===== config.mk =====
export PLATFORM = sky130hd
export DESIGN_NAME = inst_decode
export DESIGN_NICKNAME = d
export VERILOG_FILES = /design/src/rtl/inst_decode_pkg.sv /design/src/rtl/inst_dec_comb.sv /design/src/rtl/inst_decode.sv
export SDC_FILE = /design/constraint.sdc
export NUM_CORES = 1
export LEC_CHECK = 0
export ABC_CLOCK_PERIOD_IN_PS = 3000
export CELL_PAD_IN_SITES_DETAIL_PLACEMENT = 2
export CELL_PAD_IN_SITES_GLOBAL_PLACEMENT = 2
export CORE_MARGIN = 5
export CORE_UTILIZATION = 28
export CTS_CLUSTER_SIZE = 24
export DETAILED_ROUTE_END_ITERATION = 12
export PLACE_DENSITY_LB_ADDON = 0.1
export SYNTH_ARGS = -nofsm -noshare
export SYNTH_HDL_FRONTEND = slang
export SYNTH_HIERARCHICAL = 1
export SYNTH_SLANG_ARGS = --single-unit

===== constraint.sdc =====
create_clock -name clk -period 3 [get_ports clk]
set_input_delay 0.6 -clock clk [delete_from_list [all_inputs] [get_ports clk]]
set_output_delay 0.6 -clock clk [all_outputs]
set_load 0.01 [all_outputs]

===== src/rtl/inst_decode_pkg.sv =====
// Shared constants, decoded-bundle type and helpers for the RV32I ALU decoder.
// Optional skid entry in inst_decode is enabled by defining ZCRV_DECODE_SKID_EN.
package inst_decode_pkg;

   localparam int ZCRV_ADDR_SIZE = 32;
   localparam int ZCRV_IMM_SIZE  = 32;
   localparam int INFO_W         = 12;

   localparam logic [6:0] OPC_OP    = 7'b0110011;
   localparam logic [6:0] OPC_OPIMM = 7'b0010011;
   localparam logic [6:0] OPC_LUI   = 7'b0110111;
   localparam logic [6:0] OPC_AUIPC = 7'b0010111;

   localparam logic [6:0] F7_BASE = 7'b0000000;
   localparam logic [6:0] F7_ALT  = 7'b0100000;

   localparam logic [3:0] INFO_ADD   = 4'd11;
   localparam logic [3:0] INFO_SUB   = 4'd10;
   localparam logic [3:0] INFO_SLL   = 4'd9;
   localparam logic [3:0] INFO_SLTU  = 4'd8;
   localparam logic [3:0] INFO_XOR   = 4'd7;
   localparam logic [3:0] INFO_OR    = 4'd6;
   localparam logic [3:0] INFO_AND   = 4'd5;
   localparam logic [3:0] INFO_SLT   = 4'd4;
   localparam logic [3:0] INFO_SRL   = 4'd3;
   localparam logic [3:0] INFO_SRA   = 4'd2;
   localparam logic [3:0] INFO_LUI   = 4'd1;
   localparam logic [3:0] INFO_AUIPC = 4'd0;

   typedef struct packed {
      logic [INFO_W-1:0]        inst_info;
      logic [ZCRV_IMM_SIZE-1:0] imm;
      logic                     imm_en;
      logic                     need_alu;
      logic [4:0]               rs1_idx;
      logic [4:0]               rs2_idx;
      logic [4:0]               rd_idx;
      logic                     rd_wen;
      logic                     illegal;
   } dec_t;

   // alt selects the funct7=0100000 flavour (sub / sra)
   function automatic logic [3:0] alu_idx(input logic [2:0] f3, input logic alt);
      logic [3:0] idx;
      case (f3)
         3'd0:    idx = alt ? INFO_SUB : INFO_ADD;
         3'd1:    idx = INFO_SLL;
         3'd2:    idx = INFO_SLT;
         3'd3:    idx = INFO_SLTU;
         3'd4:    idx = INFO_XOR;
         3'd5:    idx = alt ? INFO_SRA : INFO_SRL;
         3'd6:    idx = INFO_OR;
         3'd7:    idx = INFO_AND;
         default: idx = INFO_ADD;
      endcase
      return idx;
   endfunction

   function automatic logic [INFO_W-1:0] onehot(input logic [3:0] idx);
      return 12'd1 << idx;
   endfunction

endpackage


===== src/rtl/inst_dec_comb.sv =====
// Combinational RV32I field decode for the ALU subset (OP, OP-IMM, LUI, AUIPC).
module inst_dec_comb
   import inst_decode_pkg::*;
(
   input  logic [31:0] inst_i,
   output dec_t        dec_o
);

   logic [6:0]               opc_s;
   logic [6:0]               f7_s;
   logic [2:0]               f3_s;
   logic [3:0]               idx_s;
   logic                     op_vld_s;
   logic                     illegal_s;
   logic                     imm_en_s;
   logic [ZCRV_IMM_SIZE-1:0] imm_s;

   assign opc_s = inst_i[6:0];
   assign f3_s  = inst_i[14:12];
   assign f7_s  = inst_i[31:25];

   // Classify the opcode, select the ALU op and flag illegal encodings
   always_comb begin
      idx_s     = INFO_ADD;
      op_vld_s  = 1'b0;
      illegal_s = 1'b0;
      imm_en_s  = 1'b0;
      imm_s     = '0;
      if (inst_i[1:0] != 2'b11) begin
         illegal_s = 1'b1;
      end else begin
         case (opc_s)
            OPC_OP: begin
               op_vld_s  = 1'b1;
               idx_s     = alu_idx(f3_s, f7_s == F7_ALT);
               illegal_s = ((f7_s != F7_BASE) && (f7_s != F7_ALT)) ||
                           ((f7_s == F7_ALT) && (f3_s != 3'd0) && (f3_s != 3'd5));
            end
            OPC_OPIMM: begin
               // inst[31:25] is only an opcode field for the shifts
               op_vld_s  = 1'b1;
               imm_en_s  = 1'b1;
               imm_s     = {{20{inst_i[31]}}, inst_i[31:20]};
               idx_s     = alu_idx(f3_s, (f3_s == 3'd5) && (f7_s == F7_ALT));
               illegal_s = ((f3_s == 3'd1) && (f7_s != F7_BASE)) ||
                           ((f3_s == 3'd5) && (f7_s != F7_BASE) && (f7_s != F7_ALT));
            end
            OPC_LUI, OPC_AUIPC: begin
               op_vld_s = 1'b1;
               imm_en_s = 1'b1;
               imm_s    = {inst_i[31:12], 12'd0};
               idx_s    = (opc_s == OPC_LUI) ? INFO_LUI : INFO_AUIPC;
            end
            default: begin
               op_vld_s = 1'b0;
            end
         endcase
      end
   end

   // Assemble the decoded bundle
   always_comb begin
      dec_o           = '0;
      dec_o.inst_info = (op_vld_s && !illegal_s) ? onehot(idx_s) : 12'd0;
      dec_o.imm       = imm_s;
      dec_o.imm_en    = imm_en_s;
      dec_o.need_alu  = op_vld_s && !illegal_s;
      dec_o.rs1_idx   = inst_i[19:15];
      dec_o.rs2_idx   = inst_i[24:20];
      dec_o.rd_idx    = inst_i[11:7];
      dec_o.rd_wen    = op_vld_s && !illegal_s && (inst_i[11:7] != 5'd0);
      dec_o.illegal   = illegal_s;
   end

endmodule


===== src/rtl/inst_decode.sv =====
// Decode pipeline stage: inst_dec_comb followed by a registered valid/ready bundle.
// Defining ZCRV_DECODE_SKID_EN adds one skid entry and a flop-driven if_ready.
module inst_decode
   import inst_decode_pkg::*;
(
   input  logic                      clk,
   input  logic                      rst,
   input  logic                      if_valid,
   output logic                      if_ready,
   input  logic [31:0]               if_inst,
   input  logic [ZCRV_ADDR_SIZE-1:0] if_pc,
   input  logic                      flush,
   output logic                      de_valid,
   input  logic                      de_ready,
   output logic [INFO_W-1:0]         de_inst_info,
   output logic [ZCRV_IMM_SIZE-1:0]  de_imm,
   output logic                      de_imm_en,
   output logic                      de_need_alu,
   output logic [4:0]                de_rs1_idx,
   output logic [4:0]                de_rs2_idx,
   output logic [4:0]                de_rd_idx,
   output logic                      de_rd_wen,
   output logic                      de_illegal,
   output logic [ZCRV_ADDR_SIZE-1:0] de_pc
);

   dec_t                      dec_s;
   logic                      accept_s;
   logic                      out_free_s;
   logic                      valid_q, valid_d;
   dec_t                      dec_q, dec_d;
   logic [ZCRV_ADDR_SIZE-1:0] pc_q, pc_d;

   inst_dec_comb u_dec (
      .inst_i (if_inst),
      .dec_o  (dec_s)
   );

   assign out_free_s = ~valid_q | de_ready;
   assign accept_s   = if_valid & if_ready & ~flush;

`ifdef ZCRV_DECODE_SKID_EN
   logic                      skid_full_q, skid_full_d;
   dec_t                      skid_dec_q, skid_dec_d;
   logic [ZCRV_ADDR_SIZE-1:0] skid_pc_q, skid_pc_d;

   assign if_ready = ~rst & ~skid_full_q;

   // Next state: flush wins, a full skid drains before anything new is taken
   always_comb begin
      valid_d     = valid_q;
      dec_d       = dec_q;
      pc_d        = pc_q;
      skid_full_d = skid_full_q;
      skid_dec_d  = skid_dec_q;
      skid_pc_d   = skid_pc_q;
      if (flush) begin
         valid_d     = 1'b0;
         skid_full_d = 1'b0;
      end else if (skid_full_q) begin
         if (out_free_s) begin
            valid_d     = 1'b1;
            dec_d       = skid_dec_q;
            pc_d        = skid_pc_q;
            skid_full_d = 1'b0;
         end else begin
            valid_d = valid_q;
         end
      end else if (accept_s) begin
         if (out_free_s) begin
            valid_d = 1'b1;
            dec_d   = dec_s;
            pc_d    = if_pc;
         end else begin
            skid_full_d = 1'b1;
            skid_dec_d  = dec_s;
            skid_pc_d   = if_pc;
         end
      end else if (de_ready) begin
         valid_d = 1'b0;
      end else begin
         valid_d = valid_q;
      end
   end

   // Skid entry registers
   always_ff @(posedge clk) begin
      if (rst) begin
         skid_full_q <= 1'b0;
         skid_dec_q  <= '0;
         skid_pc_q   <= '0;
      end else begin
         skid_full_q <= skid_full_d;
         skid_dec_q  <= skid_dec_d;
         skid_pc_q   <= skid_pc_d;
      end
   end
`else
   assign if_ready = ~rst & out_free_s;

   // Next state: flush wins over accept; accept and transfer-out overlap with no bubble
   always_comb begin
      valid_d = valid_q;
      dec_d   = dec_q;
      pc_d    = pc_q;
      if (flush) begin
         valid_d = 1'b0;
      end else if (accept_s) begin
         valid_d = 1'b1;
         dec_d   = dec_s;
         pc_d    = if_pc;
      end else if (de_ready) begin
         valid_d = 1'b0;
      end else begin
         valid_d = valid_q;
      end
   end
`endif

   // Output bundle register
   always_ff @(posedge clk) begin
      if (rst) begin
         valid_q <= 1'b0;
         dec_q   <= '0;
         pc_q    <= '0;
      end else begin
         valid_q <= valid_d;
         dec_q   <= dec_d;
         pc_q    <= pc_d;
      end
   end

   assign de_valid     = valid_q;
   assign de_inst_info = dec_q.inst_info;
   assign de_imm       = dec_q.imm;
   assign de_imm_en    = dec_q.imm_en;
   assign de_need_alu  = dec_q.need_alu;
   assign de_rs1_idx   = dec_q.rs1_idx;
   assign de_rs2_idx   = dec_q.rs2_idx;
   assign de_rd_idx    = dec_q.rd_idx;
   assign de_rd_wen    = dec_q.rd_wen;
   assign de_illegal   = dec_q.illegal;
   assign de_pc        = pc_q;

endmodule


==> run metrics, run 1 <==
status finished clean; Rel. slew slack 66.8%; Slew @ Worst Pin 496 ps; Crit path required time 3300 ps; routed wire length 17,100 microns; Worst-path clk slew 70 ps; CTS Buffer Depth 2; synthesized flop and latch total 96; Peak VDD IR 0.288 mV; CP Cell Sequence clkdlybuf4s50_1, nor2b_4, or3b_4, a2111oi_4, o2111ai_2, nor3_1, a31o_2; Crit path depth 7; max_cap viols 0; Die Area 20,400 sq um; setup TNS 0 ps; # setup viols final 0; IO Count 166; Syn. warnings 6; pwr dens 421 nW/um^2; DIE WIDTH 143 microns; FF-to-FF path depth 4; Initial Util 28.5%; Syn Area/Cell 8.79 sq um; Post-CTS Setup Inserts 0; Pins Over Slew Limit 0; Fin. Hold Viols 0; Post-Syn Area 4930 sq um; WL/cell 18.9 microns; first-pass GRT wire length 26,800 microns; buffers plus inverters on the worst setup path 1; crit path from if_inst[12]; Skew-Pair Late Insertion Delay 350 ps; DRT antenna net count 0; pin count of the biggest net entering global routing 107; PostCTS Resize Cnt 0; Area Growth Syn to Fin 40.2%; # port buffers 165; ant diodes 0; Worst setup SP type input pin; crit-path leading delay family compound AO/OA/AOI/OAI gates; TritonRoute pass-1 iters 4; fmax 401 MHz; Nets 744; RSZ-0062 raised after global routing no; final setup skew 6.15 ps; Inserted Clock Buffers 9; Worst Path Arrival 2790 ps; synth unique cells 42; syn nets 630; post-synthesis cell count 561; Setup crit end kind register; share of cells above drive strength 1 18.9%; Period minus WS final 2490 ps; post-detail-place hpwl 12,000 microns; Residual DRC 0; Final Wtd Congestion 0.808; Filler cells 1,873; WHS 617 ps; r2r setup slk 1510 ps; initial drt markers 206; clock sinks 96; CP peak stage delay 650 ps; # H-tree levels 3; CTS Hold Bufs 0; r2r endpoint de_rs2_idx[3]; CP endpoint de_inst_info[10]; vias in the first global route 4,761; Crit Path Class in -> reg; gr ovfl total 0; leakage 0.00268 uW; Final Cycle Share 83.0%; worst-path fanout max 8; Die H 143 microns; Via density 5.02; slowest stage cell, crit path clkdlybuf4s50_1; core area 17,300 sq um; clk root buf clkbuf_16; CTS tree built; initial antenna violation count 1; Site Rows 48; Hold WC Path Type reg -> reg; Seq/Total Area, Yosys 39.0%; Crit Reg-Reg Startpoint de_valid; vias 4,535; Tot GR Track Use 16.5%
synth_stat cells, drive strengths merged:
master,n,share of area [%]
a2111o,1,0.23
a2111oi,1,0.56
a211oi,1,0.15
a21boi,2,0.38
a21o,20,3.1
a21oi,97,9.8
a31o,95,17
and2,14,1.8
and2b,2,0.33
buf,49,6.3
clkbuf,29,2.4
dfxtp,96,39
inv,3,0.23
nand2,9,0.68
nand2b,97,12
nand3,2,0.20
nor2,15,1.1
nor2b,3,0.53
nor3,8,0.81
nor3b,1,0.25
nor4,3,0.68
o2111ai,2,0.48
o211ai,2,0.30
o21a,1,0.15
o21ai,1,0.10
o21bai,1,0.15
o311ai,1,0.18
o31ai,1,0.15
or3,1,0.15
or3b,2,0.46
xor2,1,0.18
power by group:
| group | internal (uW) | total, uW | switching, uW | leakage [uW] |
|---|---|---|---|---|
| clock network | 661 | 1180 | 515 | 0.000141 |
| registers | 1310 | 1330 | 20.3 | 0.000780 |
| logic | 226 | 407 | 181 | 0.00176 |
state kept, by name, summed over array words and instances (netlist names):
register,cells
de_rs2_idx,5
de_inst_info,12
de_imm_en,1
de_imm,32
de_rs1_idx,5
de_rd_wen,1
de_rd_idx,5
de_illegal,1
de_valid,1
de_need_alu,1
de_pc,32
kinds of logic (layout without fill, tap and decap cells):
| family | Yosys count | count (layout) | synth area share, % |
|---|---|---|---|
| buffers and inverters | 81 | 198 | 8.90 |
| AOI/OAI and AO/OA | 226 | 226 | 32.6 |
| DFF | 96 | 96 | 39.0 |
| and+or+nand+nor | 157 | 157 | 19.3 |
| xor gates and xnor gates | 1 | 1 | 0.178 |
through the flow:
| stage | area, sq um | std cells | total power [uW] | setup WS (ps) | utilization [%] |
|---|---|---|---|---|---|
| detailed placement | 6630 | 889 | 1770 | 158 | 38.3 |
| global route | 6920 | 903 | 3060 | 355 | 40.0 |
| CTS | 6920 | 903 | 2970 | 523 | 40.0 |
| global placement | 6630 | 889 | 1760 | 189 | 38.3 |
| finish | 6920 | 903 | 2910 | 509 | 40.0 |
| floorplan | 4930 | 561 | 1560 | 828 | - |
placed cells by master, fill, tap and decap left out, types with 2 or more instances in the layout:
cell             netlist  final
o211ai_1               2      2
buf_12                 0      5
a31o_2                85     85
buf_4                 19     11
a21oi_1               97     97
a21o_2                 2      2
nor4_1                 2      2
clkbuf_16              0      9
nor2_1                15     15
a21o_1                18     18
and2_1                14     14
inv_1                  3      3
dfxtp_1               96     96
nand2b_1              97     96
nor3_1                 8      8
clkdlybuf4s50_1        0    164
or3b_4                 2      2
nor2b_1                2      2
nand2_1                9      9
a31o_1                10     10
nand3_1                2      2
how the worst min path moves through the flow:
stage                       startpoint            to  cells after the start
final                     de_rd_idx[4]  de_rd_idx[4]                      3
after global placement      de_imm[24]    de_imm[24]                      3
after CTS                 de_rd_idx[1]  de_rd_idx[1]                      3
after floorplan               de_valid      de_valid                      3
after detailed placement  de_rd_idx[1]  de_rd_idx[1]                      3
after global routing       de_need_alu   de_need_alu                      3
layer usage:
metal  vias up  global-route usage, %  routed length, microns
li1       2214                      -                       -
met2       101                   26.5                    8040
met4         2                   4.05                     178
met3        13                   4.02                     854
met1      2205                   22.2                    7980
met5         -                      0                      11
final cells by class:
cell class	instances	area, sq um	area share [%]
multi-input cells	384	2590	37.4
repair buffers	181	1830	26.4
inverters	3	11.3	0.163
clock buffers	11	243	3.51
well taps	225	282	4.07
clock inverters	3	43.8	0.633
flip-flops and latches	96	1920	27.8
worst reg2reg max path, stage by stage, from the launching register on:
cell	delay (ps)
dfxtp_1	340
nand2b_4	340
buf_12	320
a21oi_1	160
a31o_2	230
Note: power is estimated with default switching activity, not from simulation.
==> inputs of run 2 (changes only) <==
Settings changed: ABC_CLOCK_PERIOD_IN_PS 3000 to 2200, CORE_UTILIZATION 28 to 24.
Clock period 3 ns to 2.2 ns, I/O delays scaled along.
==> run metrics, run 2 (synthesis gave the netlist of run 1 again) <==
status finished clean (unchanged); Worst-path clk slew 70 ps (about the same); DRT antenna net count 0 (unchanged); Crit path required time 2450 ps (was 3300 ps); routed wire length 18,400 microns (was 17,100 microns); first-pass GRT wire length 29,000 microns (was 26,800 microns); Worst Path Arrival 2360 ps (was 2790 ps); Site Rows 52 (was 48); Rel. slew slack 60.2% (was 66.8%); vias 4,707 (was 4,535); Peak VDD IR 0.339 mV (was 0.288 mV); Residual DRC 0 (unchanged); max_cap viols 0 (unchanged); Pins Over Slew Limit 0 (unchanged); slowest stage cell, crit path clkdlybuf4s50_1 (unchanged); placed cell areas 7070 sq um (was 6630 sq um); Nets 779 (was 744); Die Area 23,500 sq um (was 20,400 sq um); Crit Path Class in -> reg (unchanged); gr ovfl total 0 (unchanged); initial drt markers 188 (was 206); leakage 0.00294 uW (was 0.00268 uW); PnR worst setup slack 85.9 ps (was 509 ps); multi-input logic area 2650 sq um (was 2590 sq um); CP peak stage delay 440 ps (was 650 ps); Inserted Clock Buffers 9 (unchanged); Die H 153 microns (was 143 microns); # port buffers 165 (unchanged); Slew @ Worst Pin 597 ps (was 496 ps); Hold WC Path Type reg -> reg (unchanged); core area 20,200 sq um (was 17,300 sq um); initial antenna violation count 0 (was 1); Final Cycle Share 96.1%; fin area 7460 sq um (was 6920 sq um); share of cells above drive strength 1 24.1% (was 18.9%); Fin. Hold Viols 0 (unchanged); most common cell after layout, fill and taps aside clkdlybuf4s50_1 (unchanged); most frequent cells in the layout 160 x clkdlybuf4s50_1, 97 x a21oi_1, 96 x nand2b_1, 96 x dfxtp_1, 85 x a31o_2 (was 164 x clkdlybuf4s50_1, 97 x a21oi_1, 96 x nand2b_1, 96 x dfxtp_1, 85 x a31o_2); CTS Hold Bufs 0 (unchanged); # H-tree levels 3 (unchanged); WL/cell 18.7 microns (was 18.9 microns); post-detail-place hpwl 13,500 microns (was 12,000 microns); Tot GR Track Use 15.3% (was 16.5%); ant diodes 0 (unchanged); Period minus WS final 2110 ps; final setup skew 4.93 ps (was 6.15 ps); CTS tree built (unchanged); final std cells w/o fill 984 (was 903); post-place setup slack -482 ps (was 158 ps); vias in the first global route 5,046 (was 4,761); IO Count 166 (unchanged); DIE WIDTH 153 microns (was 143 microns); worst-path fanout max 3 (was 8); Initial Util 24.4% (was 28.5%); # setup viols final 0 (unchanged); Final Wtd Congestion 0.800 (was 0.808); CTS Buffer Depth 2 (unchanged); Worst setup SP type input pin (unchanged); Filler cells 2,220 (was 1,873); placed cells 968 (was 889); TritonRoute pass-1 iters 4 (unchanged); clk root buf clkbuf_16 (unchanged); CP Cell Sequence clkdlybuf4s50_1, nor2b_4, or3b_4, a2111o_1, a21boi_1, nor2_1, a31o_2 (was clkdlybuf4s50_1, nor2b_4, or3b_4, a2111oi_4, o2111ai_2, nor3_1, a31o_2); Setup crit end kind register (unchanged); Via density 4.78 (was 5.02); clock sinks 96 (unchanged); pwr dens 558 nW/um^2 (was 421 nW/um^2); WHS 616 ps (was 617 ps); fmax 473 MHz; Skew-Pair Late Insertion Delay 350 ps (about the same); register cell area after layout 1920 sq um (unchanged); pin count of the biggest net entering global routing 69 (was 107); Area Growth Syn to Fin 51.2% (was 40.2%)
run 2: cell types whose count changed in the layout (fill, tap and decap cells not counted), moves of 2 or more:
cell             change
buf_4               +24
buf_12              +10
clkdlybuf4s50_1      -4
dlymetal6s2s_1       +4
nor3_1               -4
nor3_2               +4
nor4_1               -2
run 2: layout make-up:
cell class              instances  area share [%]
multi-input cells             384            35.5
repair buffers                216            29.9
flip-flops and latches         96            25.8
well taps                     270            4.53
clock buffers                  10            3.07
clock inverters                 5            1.09
inverters                       3           0.151
run 2: critical path, delay by kind of cell:
family / cells / cell delay [ps]
AND/OR/NAND/NOR: 3 / 620
buffers and inverters: 1 / 440
AO/OA/AOI/OAI: 3 / 850
run 2: timing repair:
action,CTS,global route
endpoints found under the setup margin,7,8
resized for setup,5,12
pin swaps,0,8
buffers inserted,0,1
run 2: per-layer routing:
| layer | wire (microns) | track usage (%) | vias to the layer above |
|---|---|---|---|
| met5 | 0 | 0 | - |
| met4 | 235 | 4.04 | 0 |
| met2 | 8740 | 25.6 | 112 |
| met3 | 961 | 4.10 | 17 |
| met1 | 8450 | 19.4 | 2297 |
| li1 | - | - | 2281 |
run 2: worst paths after layout:
path / endpoint / depth (start not counted) / from / slack [ps]
setup / recovery: de_inst_info[7] / 7 / if_inst[14] / 90
hold / removal: de_pc[2] / 3 / de_pc[2] / 620
setup reg to reg: de_rd_idx[0] / 4 / de_valid / 920
hold reg to reg: de_pc[2] / 3 / de_pc[2] / 620
run 2: where the power goes:
group          switching (uW)  internal, uW
sequential               27.5          1790
clock                     727           994
combinational             269           352
total                    1020          3130
run 2: metrics by stage:
stage          total power [uW]  utilization, %  setup TNS, ps
2_1_floorplan              2130               -              0
3_3_place_gp               2460            34.9          -8280
3_5_place_dp               2480            34.9          -9580
4_1_cts                    4240            36.6         -0.713
5_1_grt                    4360            36.9          -4.79
6_report                   4160            36.9              0
